## src/rtl/muldiv_iter.sv

```systemverilog
// muldiv_iter: shared iterative MUL/MULH/MULHU/DIV/DIVU/REM/REMU engine with valid/ready, tag and flush.
// Define MULDIV_FAST_MUL_EN to collapse multiply CALC to a single cycle.
module muldiv_iter #(
  parameter int XLEN  = 32,
  parameter int TAG_W = 5
) (
  input  logic             cpu_clk,
  input  logic             cpu_rstn,
  input  logic             in_valid,
  output logic             in_ready,
  input  logic [2:0]       in_op,
  input  logic [XLEN-1:0]  in_a,
  input  logic [XLEN-1:0]  in_b,
  input  logic [TAG_W-1:0] in_tag,
  input  logic             flush,
  output logic             out_valid,
  input  logic             out_ready,
  output logic [XLEN-1:0]  out_result,
  output logic [TAG_W-1:0] out_tag,
  output logic             busy
);
  localparam int CW = $clog2(XLEN);
`ifdef MULDIV_FAST_MUL_EN
  localparam int MUL_N = 1;
`else
  localparam int MUL_N = XLEN;
`endif
  localparam logic [XLEN-1:0] MIN = {1'b1, {(XLEN-1){1'b0}}};
  typedef enum logic [1:0] {IDLE, CALC, FIX, DONE} state_t;
  state_t state;
  logic [2:0] op;
  logic [CW-1:0] cnt;
  logic [XLEN-1:0] b;
  logic [2*XLEN-1:0] acc;
  logic neg_q, neg_r;
  logic [2:0] in_opc;
  logic in_mul, in_sgn, a_neg, b_neg, div0, ovf, special;
  logic [XLEN-1:0] a_mag, b_mag;
  logic [2*XLEN-1:0] spec_acc;
  assign in_opc   = (in_op == 3'd7) ? 3'd0 : in_op;
  assign in_mul   = in_opc < 3'd3;
  assign in_sgn   = (in_opc == 3'd1) | (in_opc == 3'd3) | (in_opc == 3'd5);
  assign a_neg    = in_sgn & in_a[XLEN-1];
  assign b_neg    = in_sgn & in_b[XLEN-1];
  assign a_mag    = a_neg ? -in_a : in_a;
  assign b_mag    = b_neg ? -in_b : in_b;
  assign div0     = !in_mul & (in_b == '0);
  assign ovf      = ((in_opc == 3'd3) | (in_opc == 3'd5)) & (in_a == MIN) & (in_b == '1);
  assign special  = div0 | ovf;
  // acc holds {remainder, quotient}; divide-by-zero yields {a, all-ones}
  assign spec_acc = div0 ? {in_a, {XLEN{1'b1}}} : {{XLEN{1'b0}}, MIN};
  logic mul;
  logic [XLEN:0] msum, t;
  logic ge;
  logic [XLEN-1:0] td;
  logic [2*XLEN-1:0] mul_next, div_next;
  assign mul  = op < 3'd3;
  assign msum = {1'b0, acc[2*XLEN-1:XLEN]} + (acc[0] ? {1'b0, b} : {(XLEN+1){1'b0}});
  assign t    = acc[2*XLEN-1:XLEN-1];
  assign ge   = t >= {1'b0, b};
  assign td   = ge ? t[XLEN-1:0] - b : t[XLEN-1:0];
`ifdef MULDIV_FAST_MUL_EN
  logic signed [XLEN:0] fa, fb;
  logic signed [2*XLEN-1:0] fprod;
  assign fa       = $signed({1'b0, acc[XLEN-1:0]});
  assign fb       = $signed({1'b0, b});
  assign fprod    = fa * fb;
  assign mul_next = fprod;
`else
  assign mul_next = {msum, acc[XLEN-1:1]};
`endif
  assign div_next = {td, acc[XLEN-2:0], ge};
  logic [2*XLEN-1:0] prod;
  logic [XLEN-1:0] q, r, res;
  assign prod = neg_q ? -acc : acc;
  assign q    = neg_q ? -acc[XLEN-1:0] : acc[XLEN-1:0];
  assign r    = neg_r ? -acc[2*XLEN-1:XLEN] : acc[2*XLEN-1:XLEN];
  assign res  = (op == 3'd0) ? prod[XLEN-1:0] : (op < 3'd3) ? prod[2*XLEN-1:XLEN] : (op < 3'd5) ? q : r;
  assign in_ready = (state == IDLE) & !flush;
  assign busy     = state != IDLE;
  always_ff @(posedge cpu_clk or negedge cpu_rstn) begin
    if (!cpu_rstn) begin
      state      <= IDLE;
      out_valid  <= 1'b0;
      out_result <= '0;
      out_tag    <= '0;
      cnt        <= '0;
      op         <= '0;
      b          <= '0;
      acc        <= '0;
      neg_q      <= 1'b0;
      neg_r      <= 1'b0;
    end else if (flush) begin
      state     <= IDLE;
      out_valid <= 1'b0;
    end else begin
      case (state)
        IDLE: if (in_valid) begin
          op      <= in_opc;
          out_tag <= in_tag;
          b       <= b_mag;
          acc     <= special ? spec_acc : {{XLEN{1'b0}}, a_mag};
          neg_q   <= !special & (a_neg ^ b_neg);
          neg_r   <= !special & a_neg;
          cnt     <= in_mul ? CW'(MUL_N - 1) : CW'(XLEN - 1);
          state   <= special ? FIX : CALC;
        end
        CALC: begin
          acc <= mul ? mul_next : div_next;
          cnt <= cnt - 1'b1;
          if (cnt == '0) state <= FIX;
        end
        FIX: begin
          out_result <= res;
          out_valid  <= 1'b1;
          state      <= DONE;
        end
        default: if (out_ready) begin
          out_valid <= 1'b0;
          state     <= IDLE;
        end
      endcase
    end
  end
endmodule

```

## config.mk

```make
export PLATFORM = sky130hd
export DESIGN_NAME = muldiv_iter
export DESIGN_NICKNAME = d
export VERILOG_FILES = /design/src/rtl/muldiv_iter.sv
export SDC_FILE = /design/constraint.sdc
export NUM_CORES = 1
export LEC_CHECK = 0
export ABC_CLOCK_PERIOD_IN_PS = 3900
export BUFFER_PORTS_ARGS = -buffer_cell sky130_fd_sc_hd__buf_4
export CAP_MARGIN = 20
export CORE_ASPECT_RATIO = 1.4
export CORE_MARGIN = 8
export CORE_UTILIZATION = 30
export DETAILED_ROUTE_END_ITERATION = 7
export GPL_TIMING_DRIVEN = 0
export PLACE_DENSITY = 0.49
export SLEW_MARGIN = 20
export SYNTH_ARGS = -nofsm -noshare
export SYNTH_HDL_FRONTEND = slang
export SYNTH_SLANG_ARGS = --single-unit
export TNS_END_PERCENT = 100
```

## constraint.sdc

```tcl
create_clock -name cpu_clk -period 3.9 [get_ports cpu_clk]
set_clock_uncertainty 0.15 [all_clocks]
set_input_delay 0.78 -clock cpu_clk [delete_from_list [all_inputs] [get_ports cpu_clk]]
set_output_delay 0.78 -clock cpu_clk [all_outputs]
set_load 0.01 [all_outputs]
```

# ---- Word-level counts from Yosys, hierarchy flattened
# Cells that the tools add are included.
dict set report totals {
  register_bits 146
  word_cells 92
  out_inout_bits 40
}
dict set report op_classes {
  n_lt_le_gt_ge 4
  n_addsub 8
  n_eq_ne 12
  reduce_logical 17
  n_mux 27
  n_bitwise 14
}
# cell count
set ops {}
lappend ops {{64-bit 2-to-1 mux} 5}
lappend ops {{32-bit 2-to-1 mux} 9}
lappend ops {{32-bit negator} 4}
lappend ops {{64-bit one-hot mux with 2 select lines} 1}
lappend ops {{32-bit equality test, second input constant} 2}
lappend ops {{64-bit negator} 1}
lappend ops {{32-bit by 32-bit adder with 33-bit output} 1}
lappend ops {{33-bit by 32-bit >= comparator with 1-bit output} 1}
lappend ops {{32-bit logical NOT} 1}
lappend ops {{32-bit subtractor} 1}
lappend ops {{2-bit 2-to-1 mux} 5}
lappend ops {{5-bit one-hot mux with 2 select lines} 1}
lappend ops {{3-bit AND reduction} 3}
lappend ops {{1-bit bitwise AND} 8}
lappend ops {{3-bit equality test, second input constant} 2}
lappend ops {{3-bit by 2-bit < comparator with 1-bit output, second input constant} 2}
lappend ops {{3-bit inequality test, second input constant} 2}
lappend ops {{2-bit one-hot mux with 3 select lines} 1}
lappend ops {{5-bit logical NOT} 1}
lappend ops {{5-bit 2-to-1 mux} 1}
lappend ops {{5-bit nonzero test} 1}
lappend ops {{5-bit by 1-bit subtractor with 5-bit output, second input constant} 1}
lappend ops {{1-bit OR} 4}
lappend ops {{2-bit AND reduction} 2}
lappend ops {{other kinds (18)} 22}

# ---- Logic depth before layout (Yosys ltp)
# Gate-level depths: netlist of the first run.
dict set report logic_depth {
  ltp_word 11
  ltp_mapped 14
  depth_no_buf 13
}

# ---- Least setup slack after synthesis of the first run
# OpenSTA, ideal clock, no wires.
dict set report synth_path {
  kind {input-to-reg}
  start {input port in_b[0]}
  end {register acc[61]}
  arrival_time_ns 3.279
  t_required_ns 3.668
  path_buffers 0
  stages 9
  setup_slack_ns 0.389
  cell_sequence {inv_1 ha_1 or3b_2 nor3_1 nand3_1 nor3_2 a21oi_1 or4_1 o22ai_1}
}
dict set report synth_via {
  elab_chain_cells 6
  word_cells_on_any_way 9
}
# item line
set synth_rtl {}
lappend synth_rtl {{from (decl)} 13} ;# input logic [XLEN-1:0] in_b,
lappend synth_rtl {{32-bit equality test or 32-bit logical NOT (tied branches)} {48, 47}}
lappend synth_rtl {{1-bit bitwise AND, on equally long branches} {48, 47}}
lappend synth_rtl {{1-bit OR or 64-bit 2-to-1 mux (tied branches)} {49, 51}}
lappend synth_rtl {{64-bit 2-to-1 mux *} 102} ;# acc <= special ? spec_acc : {{XLEN{1'b0}}, a_mag};
lappend synth_rtl {{64-bit 2-to-1 mux *} 98} ;# IDLE: if (in_valid) begin
lappend synth_rtl {{64-bit one-hot mux with 2 select lines *} 97} ;# case (state)
lappend synth_rtl {{to (signal assigned)} 102}
lappend synth_rtl {{to (signal assigned)} 109} ;# acc <= mul ? mul_next : div_next;
lappend synth_rtl {{to (decl)} 34} ;# logic [2*XLEN-1:0] acc;
# Every way passes the cells marked *; elsewhere a longest branch is shown, timed or not. The select of a mux whose other input is x is not followed.
# A chain may end at the register's enable or synchronous reset.

# ---- Final worst setup path of the first run
dict set report layout_path {
  start {register op[1]}
  end {register out_result[31]}
}
dict set report layout_via {
  elab_chain_cells 4
  word_cells_on_any_way 6
}
# item line
set layout_rtl {}
lappend layout_rtl {{from (decl)} 31} ;# logic [2:0] op;
lappend layout_rtl {{from (signal assigned)} 99} ;# op <= in_opc;
lappend layout_rtl {{3-bit < comparator} 78} ;# assign res = (op == 3'd0) ? prod[XLEN-1:0] : (op < 3'd3) ? prod[2*XLEN-1:XLEN] : (op < 3'd5) ? q : r;
lappend layout_rtl {{32-bit 2-to-1 mux (2 in series)} 78}
lappend layout_rtl {{32-bit 2-to-1 mux *} 78}
lappend layout_rtl {{to (signal assigned)} 114} ;# out_result <= res;
lappend layout_rtl {{to (decl)} 18} ;# output logic [XLEN-1:0] out_result,
# Every way passes the cells marked *; elsewhere a longest branch is shown, timed or not.

==> flow_metrics.tcl, run 1 <==
set metrics [dict create \
    outcome "completed" \
    clock-root-buffer "clkbuf_16" \
    synth_top_area_share 0.2485 \
    viasPerCell 5.874 \
    grt_pass1_vias 16220 \
    ys_warn_count 0 \
    dr.first_iter.drc_count 1474 \
    synth_nets 2168 \
    port_buffers 116 \
    synth.ff_latch_count 146 \
    io-pin-count 117 \
    syn_avg_cell_area_sq_um 7.300 \
    drt_pass1_iterations 8 \
    post-dp-hpwl_um 57070 \
    slew_headroom 0.3036 \
    cts_tree "done" \
    post-route-period-util 0.9905 \
    worstMarginPinSlew_ns 1.045 \
    postRouteWirelength_um 70820 \
    syn_to_final_growth_pct 17.61 \
    ys_seq_area_frac 0.2485 \
    cts_htree_levels 4 \
    finalNetCount 2304 \
    clk_latency_ns 0.48 \
    fin_util 0.3546 \
    min_period_ns 3.863 \
    initial_utilization 0.3015 \
    cts.sinks 146 \
    fillers 5319 \
    clock.fmax_mhz 258.9 \
    slew_viol_final 0 \
    cts-buffers-inserted 17 \
    cts_hold_buf 0 \
    n_antenna_cell 0 \
    path_max_fanout 10 \
    yosys.cell_types.count 74 \
    tns_ns 0 \
    fp.dieW_um 203.1 \
    drc_errors 0 \
    max_cap_violations 0 \
    grt-ovfl-total 0 \
    syn_area_sq_mm 0.01470 \
    power_per_cell_area_mw_per_mm2 1005 \
    ys_top_cells_by_count "274 x nand2_1, 188 x o21ai_0, 185 x a21oi_1, 168 x nor2_1, 146 x dfrtp_1" \
    worst-endpoint-required_ns 4.09 \
    criticalPathCategory "flop to flop" \
    vias 16450 \
    yosysMostFrequentCell "nand2_1" \
    ys.flop_type "dfrtp_1" \
    setup_viol 0 \
    routabilityCongestion 0.9795 \
    worst_setup_path_end_kind "flop" \
    final_layout_size_suffix_gt1_frac 0.1188 \
    synthArstFlopShare 1.000 \
    antenna_found_initial 0 \
    grt_max_degree 87 \
    die_y_um 277.9 \
    hold_violations 0 \
    rsz0062_at_grt "true" \
    place_area_sq_mm 0.01640 \
    crit_path_start_kind "flop" \
    wl_per_cell_um 25.29 \
    track_usage 0.2445 \
    peakVddDrop_mv 0.5373 \
    fp.coreArea_sq_mm 0.04877 \
    design_area_sq_mm 0.01729 \
    die-area_sq_mm 0.05645 \
    clk_pin_slew_ns 0.07 \
    seqCellArea_sq_mm 0.003666 \
    min-delay-path-class "input pin to async pin" \
    grt_pass1_wl_um 104500 \
    cp.arrival_ns 4.06 \
    yosysTopAreaCell "dfrtp_1" \
    power_mw 17.38 \
    ant_nets 0 \
    std_cell_rows 96 \
    cts_max_path_buffers 2 \
    leakage_nw 7.094 \
    multi_input_area_sq_mm 0.01046 \
    synth.area.top_cells "dfrtp_1 25%, nand2_1 7.0%, o21ai_0 6.4%" \
    synth_cells 2014 \
    synth_edf_count 0 \
]
==> metal layers <==
| metal | track usage | part of all wire | routed length (um) |
|---|---|---|---|
| met1 | 0.2737 | 0.38 | 27040 |
| met2 | 0.4263 | 0.49 | 34860 |
| met3 | 0.02863 | 0.050 | 3561 |
| met4 | 0.1727 | 0.076 | 5368 |
| met5 | 0 | 0 | 0 |
==> logic make-up (layout without fill, tap and decap cells) <==
family,count (synthesis),count (layout),synth area share
buffers and inverters,210,359,0.05438
adder cells (fa/ha/maj),77,77,0.06655
XOR/XNOR,161,161,0.09591
AO/OA/AOI/OAI,705,705,0.2988
AND/OR/NAND/NOR,691,691,0.2184
flip-flops,146,146,0.2485
multiplexers,24,24,0.01745
==> cell usage in the layout (no fill, tap or decap), types with 8 or more instances in the layout <==
master,n
nand2_1,272
o21ai_0,183
a21oi_1,181
nor2_1,166
dfrtp_1,136
buf_4,119
clkbuf_1,114
xnor2_1,98
ha_1,74
inv_1,69
a31oi_1,65
xor2_1,63
a21o_1,43
nand3_1,39
nor3_1,38
o31ai_1,33
nand4_1,25
a211oi_1,23
or3_1,22
o21a_1,19
or4_1,18
or2_2,17
o211ai_1,17
clkbuf_16,17
o22ai_1,16
nand2b_1,14
nor4_1,13
mux2_2,13
o41ai_1,12
nor2b_1,11
mux2i_1,11
o21bai_1,11
and3_1,10
o21ai_1,10
dfrtp_2,10
clkbuf_2,8
a21boi_0,8
==> worst max-delay path: stages (launching register included) <==
cell and delay, ns:
dfrtp_1 0.33, clkbuf_1 0.47, nand2_1 0.29, nand2b_1 0.15, clkbuf_1 0.59, clkbuf_1 0.59
clkbuf_2 0.50, o32ai_1 0.16, a221oi_2 0.39, a21oi_1 0.12
==> worst paths after layout <==
kind / startpoint / endpoint / slack [ns] / depth (start not counted)
worst min-delay path: cpu_rstn / acc[21]$_DFFE_PN0P_ / 0.07 / 1
max in group asynchronous: cpu_rstn / acc[33]$_DFFE_PN0P_ / 2.68 / 2
worst min register to register: b[7]$_DFFE_PN0P_ / b[7]$_DFFE_PN0P_ / 0.33 / 2
min in group cpu_clk: b[7]$_DFFE_PN0P_ / b[7]$_DFFE_PN0P_ / 0.33 / 2
worst max register to register: op[1]$_DFFE_PN0P_ / out_result[31]$_DFFE_PN0P_ / 0.04 / 9
worst max-delay path: op[1]$_DFFE_PN0P_ / out_result[31]$_DFFE_PN0P_ / 0.04 / 9
==> sequential cells by signal, summed over array words and instances, names as in the netlist <==
register,cells
b,32
cnt,5
acc,64
out_tag,5
out_valid,1
neg_q,1
op,3
neg_r,1
out_result,32
state,2
==> metrics by stage <==
stage | worst slack, ns | instances | hold WS (ns)
after floorplan | 0.3887 | 2014 | 0.2998
after global placement | -1.016 | 2767 | 0.3125
after detailed placement | -0.9551 | 2768 | 0.3197
after CTS | 0.006076 | 2799 | 0.09405
after global routing | -0.09779 | 2800 | 0.1189
final | 0.03693 | 2800 | 0.07216
==> repair_timing <==
item                                    CTS  global route
endpoints found under the setup margin   88            55
pin swaps                                 3             3
hold endpoints to repair                  0             0
resized for setup                        50            27
setup buffers                             0             4
==> report_power, final <==
| part | leakage, nW | switching (mW) | internal (mW) |
|---|---|---|---|
| clock | 0.309 | 0.761 | 1.08 |
| sequential | 1.79 | 1.06 | 2.21 |
| combinational | 5.00 | 7.94 | 4.33 |
| total | 7.09 | 9.76 | 7.62 |
==> layout make-up <==
cell class / instances / area share
multi-input combinational: 1658 / 0.6050
clock buffer: 18 / 0.02540
tap: 637 / 0.04610
buffer: 135 / 0.03104
sequential: 146 / 0.2120
inverter: 71 / 0.01541
clock inverter: 14 / 0.01085
timing repair buffer: 121 / 0.05413
No activity file was read; power rests on OpenSTA's default activity.
==> run 2, diff against run 1 <==
Settings changed: ABC_AREA set to 1, CAP_MARGIN 20 to 10, PLACE_DENSITY 0.49 to 0.48.
==> run 2 against run 1 <==
Compared with the run above:
- the flow now finishes with violations (design-rule violations)
- global-route usage grew 3.4 points
- non-clock buffer count down 22
- sequential share of layout area is 3.8 points lower
- via count up 37%
- core utilization shrank 0.91 points
- clock power down 3%
- setup slack improved by 0.063 ns
- combinational power up 29%
- die area increased by 24%
- worst hold slack better by 0.26 ns
- highest routed layer unchanged
==> flow_metrics.tcl, run 2 <==
set metrics [dict create \
    min_period_ns 3.800 \
    ys_top_cells_by_count "1067 x nand2_1, 459 x inv_1, 386 x nor2_1, 344 x nand3_1, 179 x a21oi_1" \
    worstMarginPinSlew_ns 1.032 \
    cp.arrival_ns 4.04 \
    synth_top_area_share 0.2173 \
    yosysMostFrequentCell "nand2_1" \
    synth.area.top_cells "nand2_1 22%, dfrtp_1 20%, inv_1 9.3%" \
    min-delay-path-class "flop to flop" \
    cts_htree_levels 4 \
    internal-power_mw 7.812 \
    final_common_cell "nand2_1" \
    grt_pass1_vias 21820 \
    synthArstFlopShare 1.000 \
    tns_ns 0 \
    cts-buffers-inserted 17 \
    fp.dieW_um 225.5 \
    antenna_found_initial 2 \
    criticalPathCategory "flop to flop" \
    routabilityCongestion 1.027 \
    postRouteWirelength_um 99040 \
    synth_nets 3479 \
    cp_slowest_cell "o21ai_0" \
    max_stage_delay_ns 0.45 \
    syn_to_final_growth_pct 13.90 \
    track_usage 0.2786 \
    syn_area_sq_mm 0.01843 \
    power_per_cell_area_mw_per_mm2 1015 \
    leakage_nw 10.92 \
    yosys.cell_types.count 47 \
    io-pin-count 117 \
    viasPerCell 5.233 \
    setup_viol 0 \
    cts.sinks 146 \
    fp.coreArea_sq_mm 0.06078 \
    ys_seq_area_frac 0.1982 \
    die_y_um 309.3 \
    seqPwrFrac 0.169 \
    post-dp-hpwl_um 82490 \
    post-route-period-util 0.9744 \
    ant_nets 0 \
    clock.fmax_mhz 263.2 \
    switchingPower_mw 13.49 \
    synth_edf_count 0 \
    grt_max_degree 84 \
    rsz0062_at_grt "false" \
    wl_per_cell_um 23.07 \
    drt_pass1_iterations 8 \
    drc_errors 1 \
    cts_max_path_buffers 2 \
    worstPathCellList "buf_2 -> buf_1 -> nand2_1 -> inv_1 -> ha_1 -> a21oi_1 -> nand2_1 -> nand2_1 -> nand2_1 -> inv_1 -> o21ai_0 -> and2_1 -> o21ai_0 -> nand3_1 -> a21oi_2" \
    initial_utilization 0.3032 \
    clk_pin_slew_ns 0.06 \
    grt_pass1_wl_um 143800 \
    cp_common_cell "nand2_1" \
    port_buffers 115 \
    reg_top3 "acc: 64 flops, b: 32 flops, out_result: 32 flops" \
    hold_violations 0 \
    cts_tree "done" \
    fillers 7285 \
    crit_path_start_kind "flop" \
    dr.first_iter.drc_count 1914 \
    die-area_sq_mm 0.06974 \
    regMostFlops "acc" \
    multi_input_area_sq_mm 0.01252 \
    worst_setup_path_end_kind "flop" \
    ys_warn_count 0 \
    outcome "finished, violations left" \
    comb_power_share 0.747 \
    largest_reg_flops 64 \
    clock-root-buffer "clkbuf_16" \
    switching_share 0.6333 \
    grt-ovfl-total 0 \
    syn_avg_cell_area_sq_um 5.543 \
    synth_cells 3325 \
    std_cell_rows 107 \
    max_cap_violations 0 \
    final_layout_size_suffix_gt1_frac 0.06736 \
    slew_headroom 0.3121 \
    ys.flop_type "dfrtp_1" \
    clk_latency_ns 0.47 \
    peakVddDrop_mv 0.5325 \
    synth.ff_latch_count 146 \
    power.share.clock 0.084 \
    yosysTopAreaCell "nand2_1" \
    fin_util 0.3454 \
    finalNetCount 3616 \
    path_max_fanout 10 \
    worst-endpoint-required_ns 4.14 \
    slew_viol_final 0 \
    final_cell_mix "1067 x nand2_1, 459 x inv_1, 386 x nor2_1" \
    vias 22460 \
    seqCellArea_sq_mm 0.003654 \
    violations "design-rule violations" \
]
run 2: changes by cell type after synthesis, sizes merged, moves of 32 or more:
cell | previous run | this run
nand2 | 274 | 1072
inv | 71 | 469
nand3 | 40 | 345
nor2 | 168 | 401
xnor2 | 98 | 11
clkbuf | 129 | 74
a31oi | 65 | 16
nand4 | 25 | 73
a21o | 43 | 4
buf | 10 | 42
run 2: final cells by class:
type	count	share of cell area
Tap cell	817	0.04869
Antenna cell	1	0.0001192
Buffer	116	0.02312
Inverter	472	0.08439
Sequential cell	146	0.1740
Timing Repair Buffer	118	0.04458
Clock inverter	11	0.007271
Multi-Input combinational cell	2591	0.5965
Clock buffer	20	0.02128
run 2: through the flow:
step	setup WS [ns]	cell area [sq um]	hold WS [ns]	cells	total power, mW
2_1_floorplan	1.263	18430	0.3030	3325	12.71
3_3_place_gp	0.2054	20320	0.3159	4257	19.11
3_5_place_dp	0.1840	20380	0.3172	4259	19.13
4_1_cts	0.1656	20990	0.3348	4291	20.99
5_1_grt	0.05954	20990	0.3498	4291	22.82
6_report	0.09993	20990	0.3273	4292	21.30
run 2: what timing repair did:
action	CTS	global route
hold endpoints to repair	13	0
setup endpoints to repair	0	2
setup buffers	0	0
gates resized for setup	0	1
hold buffers	1	0
run 2: kinds of logic after synthesis:
logic type | count (synthesis) | synth area share
AO/OA/AOI/OAI | 451 | 0.1331
XOR/XNOR | 89 | 0.04229
adder cells (fa/ha/maj) | 77 | 0.05309
buffers and inverters | 588 | 0.1223
flip-flops | 146 | 0.1982
AND/OR/NAND/NOR | 1974 | 0.4510
run 2: power groups by stage:
| stage | logic, mW | clock network [mW] | registers (mW) |
|---|---|---|---|
| 5_1_grt | 17.3 | 1.87 | 3.63 |
| 3_3_place_gp | 15.5 | 0 | 3.56 |
| 4_1_cts | 15.6 | 1.82 | 3.54 |
| 6_report | 15.9 | 1.79 | 3.60 |
| 2_1_floorplan | 9.81 | 0 | 2.90 |
| 3_5_place_dp | 15.6 | 0 | 3.56 |
run 2: per-layer routing:
metal  share of wire  global-route usage  vias up
met4           0.066              0.1618        0
met5               0                   0        -
met2            0.46              0.4595      905
met1            0.41              0.3411    10420
met3           0.065             0.04413      245
li1                -                   -    10890
run 2: worst max-delay path, delay by kind of cell (launching register included):
family                     cells  cell delay, ns
DFF                            1            0.31
adders and majority gates      1            0.30
AOI/OAI and AO/OA              4            1.08
buffers and inverters          4            0.90
and+or+nand+nor                6            0.97
run 2: worst paths after layout:
path	from	endpoint	slack, ns	cells after the start
min reg2reg	out_result[25]$_DFFE_PN0P_	out_result[25]$_DFFE_PN0P_	0.33	2
min	out_result[25]$_DFFE_PN0P_	out_result[25]$_DFFE_PN0P_	0.33	2
max in group asynchronous	cpu_rstn	out_result[14]$_DFFE_PN0P_	2.00	4
max reg2reg	acc[0]$_DFFE_PN0P_	acc[44]$_DFFE_PN0P_	0.1	15
min in group asynchronous	cpu_rstn	b[28]$_DFFE_PN0P_	0.60	2
max	acc[0]$_DFFE_PN0P_	acc[44]$_DFFE_PN0P_	0.1	15
